==> src/rtl/req_encoder.sv <==
// Sequential priority encoder: latches pulsed request lines and presents the lowest pending index on valid/ready.
// Latency 2 cycles from idle; 1 index/cycle sustained; code holds while out_ready is low.
module req_encoder #(
   parameter int N = 4
) (
   input  logic                 clk,
   input  logic                 rst,
   input  logic [N-1:0]         req_in,
   input  logic                 out_ready,
   input  logic                 overrun_clr,
   output logic                 out_valid,
   output logic [$clog2(N)-1:0] code,
   output logic [N-1:0]         pending,
   output logic                 overrun
);

   localparam int W = $clog2(N);

   typedef enum logic {
      IDLE    = 1'b0,
      PRESENT = 1'b1
   } state_t;

   state_t         state_q, state_d;
   logic [W-1:0]   code_q, code_d;
   logic [N-1:0]   pending_q, pending_d;
   logic           overrun_q, overrun_d;

   logic           hs;
   logic [N-1:0]   served;
   logic [N-1:0]   rem;

   // Descending scan so the last assignment is the lowest set index.
   function automatic logic [W-1:0] lowest_idx(input logic [N-1:0] v);
      lowest_idx = '0;
      for (int i = N - 1; i >= 0; i--) begin
         if (v[i]) lowest_idx = W'(i);
      end
   endfunction

   always_comb begin
      hs        = (state_q == PRESENT) && out_ready;
      served    = '0;
      if (hs) served[code_q] = 1'b1;
      rem       = pending_q & ~served;
      pending_d = rem | req_in;
      // A request landing on a line still pending (and not just served) loses an event.
      overrun_d = (|(req_in & rem)) | (overrun_q & ~overrun_clr);
   end

   always_comb begin
      state_d = state_q;
      code_d  = code_q;
      unique case (state_q)
         IDLE: begin
            if (pending_q != '0) begin
               code_d  = lowest_idx(pending_q);
               state_d = PRESENT;
            end
         end
         PRESENT: begin
            if (hs) begin
               if (rem != '0) code_d  = lowest_idx(rem);
               else           state_d = IDLE;
            end
         end
         default: state_d = IDLE;
      endcase
   end

   always_ff @(posedge clk) begin
      if (rst) begin
         state_q   <= IDLE;
         code_q    <= '0;
         pending_q <= '0;
         overrun_q <= 1'b0;
      end else begin
         state_q   <= state_d;
         code_q    <= code_d;
         pending_q <= pending_d;
         overrun_q <= overrun_d;
      end
   end

   assign out_valid = (state_q == PRESENT);
   assign code      = code_q;
   assign pending   = pending_q;
   assign overrun   = overrun_q;

endmodule

==> config.mk <==
export PLATFORM = sky130hd
export DESIGN_NAME = req_encoder
export DESIGN_NICKNAME = d
export VERILOG_FILES = /design/src/rtl/req_encoder.sv
export SDC_FILE = /design/constraint.sdc
export NUM_CORES = 1
export LEC_CHECK = 0
export ABC_CLOCK_PERIOD_IN_PS = 2050
export BUFFER_PORTS_ARGS = -buffer_cell sky130_fd_sc_hd__buf_2
export CAP_MARGIN = 25
export CORE_AREA = 2 2 39 41
export DETAILED_ROUTE_END_ITERATION = 8
export DIE_AREA = 0 0 41 43
export PLACE_DENSITY = 0.67
export REMOVE_ABC_BUFFERS = 1
export SKIP_LAST_GASP = 1
export SYNTH_ARGS = -nofsm -noshare
export SYNTH_HDL_FRONTEND = slang
export SYNTH_SLANG_ARGS = --single-unit
==> constraint.sdc <==
create_clock -name clk -period 2.05 [get_ports clk]
set_input_delay 0.1025 -clock clk [delete_from_list [all_inputs] [get_ports clk]]
set_output_delay 0.1025 -clock clk [all_outputs]
set_load 0.02 [all_outputs]
==> reports/qor.yml <==
cts:
  cts_tree: "done"
  clockBufferDepth: 2
  cts_buffers: 3
  cts.sinks: 8
  clkLatencyLatePin_ns: 0.26
  path_clk_slew_ns: 0.06
  postCtsSetupRepairBufs: 0
  root_buffer: "clkbuf_4"
  postCtsHoldBufs: 0
  cts.htree.levels: 1
  cts_resized: 0
detailed_routing:
  drt_iter0_markers: 20
  antenna_left: 0
  finalWirelength_um: 1070
  routed_via_density: 5.52
  vias: 480
  drtPass1Iterations: 6
  post_drt_wl_per_cell_um: 12.3
  drc: 0
floorplanning:
  initial_utilization_pct: 35.5
  die_area_sq_mm: 0.00176
  io_pins: 16
  die_y_um: 43
  rows: 14
  die_x_um: 41
  core_sq_mm: 0.00138
synth:
  synth_top_area_cell: "dfxtp_1"
  async_flop_share_pct: 0
  synth-edff-count: 0
  ys_types: 30
  yosysSeqAreaShare_pct: 32.6
  ys.flop_type: "dfxtp_1"
  yosys-top-cells-area: "dfxtp_1 (33%), nor2_1 (6.1%), a21oi_1 (5.1%)"
  synth-seq-cells: 8
  synth_area_per_cell_sq_um: 8.78
  synth_mux_area_share_pct: 5.09
  synthAdderAreaFrac_pct: 0
  synth_top_family_by_area: "compound AO/OA/AOI/OAI gates"
  netlist_area_sq_um: 492
  synth_compound_area_share_pct: 31.0
  synth_xor_area_share_pct: 0
  syn_inst: 56
  yosys_warnings: 0
  synth_simple_gate_area_share_pct: 20.1
  synth.top_cell.area_share_pct: 32.6
  yosys-top-cells-count: "dfxtp_1 (8), nor2_1 (8), a21oi_1 (5), inv_1 (5)"
grt:
  overflow: 0
  antenna_found_initial: 0
  grt_pass1_vias: 384
  grtUsageTotal_pct: 14.7
  grt_start_max_net_pins: 12
  grt_pass1_wl_um: 1680
critical_path:
  critPathLaunchType: "register"
  path_buf_inv: 0
  path_max_fanout: 8
  slowest_stage: "dfxtp_1"
  rrSetupSlack_ns: 0.42
  cp_cell_sequence: "mux2_4 -> o221a_4 -> or3_1 -> a31oi_1"
  critPathArrivalTime_ns: 1.82
  crit_path_start: "code[0]"
  crit_type: "reg2reg"
  worst_r2r_endpoint: "code[0]"
  max_stage_delay_ns: 0.48
  reg2reg_depth: 4
  critical_path.top_delay_family: "flip-flops"
  cp.required_ns: 2.24
  crit_end: "code[0]"
  r2r-start: "code[0]"
  worst-path-stages: 4
  worstSetupEndpointType: "register"
timing:
  max_clock_freq_ghz: 0.613
  setup_tns_ns: 0
  setup_violations: 0
  slew_violations: 0
  tightest_slew_ns: 0.414
  fin_worst_skew_ns: 0.00783
  rsz0062_at_grt: "no"
  relSlewSlack_pct: 72.2
  fin_crit_ns: 1.63
  hold_viol: 0
  post-route-period-util_pct: 79.6
status:
  status: "finished, final reports clean"
power:
  max-vdd-ir-drop_v: 0.000266
  power.density_mw_per_mm2: 768
  finalPower_uw: 440
  p_leak_nw: 0.262
layout:
  seq_area_sq_um: 160
  fill_cells: 150
  syn_to_final_growth_pct: 16.5
  multi_input_area_sq_um: 277
  drive_gt1_share_pct: 32.4
  fin_util_pct: 41.4
  fin_nets: 81
  diodes: 0
job:
  drv_cap: 0
min_path:
  hold_class: "in2reg"
placement:
  dp_hpwl_um: 804
  gp_congestion: 0.747
  io_buffers: 15
[state kept, by name, summed over array words and instances (netlist names)]
register   flops
out_valid      1
overrun        1
pending        4
code           2
[worst register-to-register path, delay by kind of cell (launching register included)]
family | cells | cell delay (ns)
flops | 1 | 0.48
simple gates | 1 | 0.32
compound gates | 2 | 0.42
mux | 1 | 0.35
[final cells by class]
cell class,count,share of cell area [%]
Sequential cell,8,27.9
Clock buffer,3,3.93
Inverter,5,3.28
Timing Repair Buffer,15,13.1
Multi-Input combinational cell,40,48.3
Tap cell,16,3.49
[cell families (layout without fill, tap and decap cells)]
group / count (synthesis) / in the layout
AOI/OAI and AO/OA: 19 / 19
DFF: 8 / 8
muxes: 2 / 2
and+or+nand+nor: 19 / 19
buffers and inverters: 8 / 23
[worst min-delay path by stage]
stage                          from    endpoint  slack, ns  cells past startpoint
after floorplan                 rst  pending[0]       0.17                      1
after global placement    req_in[3]  pending[3]       0.32                      3
after detailed placement  req_in[2]  pending[2]       0.33                      2
after CTS                 req_in[2]  pending[2]       0.08                      2
after global routing      req_in[2]  pending[2]       0.07                      2
final                     req_in[3]  pending[3]       0.07                      3
[routing by layer]
layer / wire [um] / part of all wire [%] / vias to the layer above / track usage (%)
met3: 51 / 4.7 / 4 / 4.71
met1: 476 / 44 / 219 / 18.7
met2: 519 / 48 / 14 / 19.1
met4: 26 / 2.4 / 0 / 12.0
met5: 0 / 0 / - / 0
li1: - / - / 243 / -
[cell usage in the layout (no fill, tap or decap)]
| cell | instances |
|---|---|
| a21oi_1 | 5 |
| a311oi_1 | 1 |
| a31oi_1 | 1 |
| a32oi_1 | 1 |
| a41oi_1 | 2 |
| and4b_2 | 1 |
| buf_2 | 15 |
| clkbuf_4 | 3 |
| dfxtp_1 | 8 |
| inv_1 | 5 |
| mux2_4 | 1 |
| mux2i_1 | 1 |
| nand2_1 | 2 |
| nand2b_1 | 1 |
| nand3b_1 | 1 |
| nand4_1 | 1 |
| nor2_1 | 8 |
| nor3_1 | 1 |
| nor4_1 | 1 |
| o211a_1 | 1 |
| o211ai_1 | 1 |
| o21a_1 | 1 |
| o21ai_0 | 1 |
| o221a_4 | 1 |
| o311a_1 | 1 |
| o31a_2 | 1 |
| o31ai_1 | 1 |
| o41ai_1 | 1 |
| or2_2 | 1 |
| or3_1 | 2 |
[power breakdown]
| group | total [mW] | switching, mW | internal (mW) |
|---|---|---|---|
| logic | 0.116 | 0.0642 | 0.0522 |
| registers | 0.200 | 0.0289 | 0.171 |
| clock network | 0.124 | 0.0564 | 0.0672 |
| total | 0.440 | 0.150 | 0.291 |
[metrics by stage]
stage / worst slack, ns / hold WS, ns / instances / instance area, sq um
final: 0.419 / 0.0715 / 87 / 573
after detailed placement: 0.436 / 0.332 / 84 / 551
after global routing: 0.325 / 0.0740 / 87 / 573
after global placement: 0.491 / 0.324 / 84 / 551
after floorplan: 0.410 / 0.172 / 53 / 455
after CTS: 0.422 / 0.0760 / 87 / 573
(Power assumes the default switching activity.)
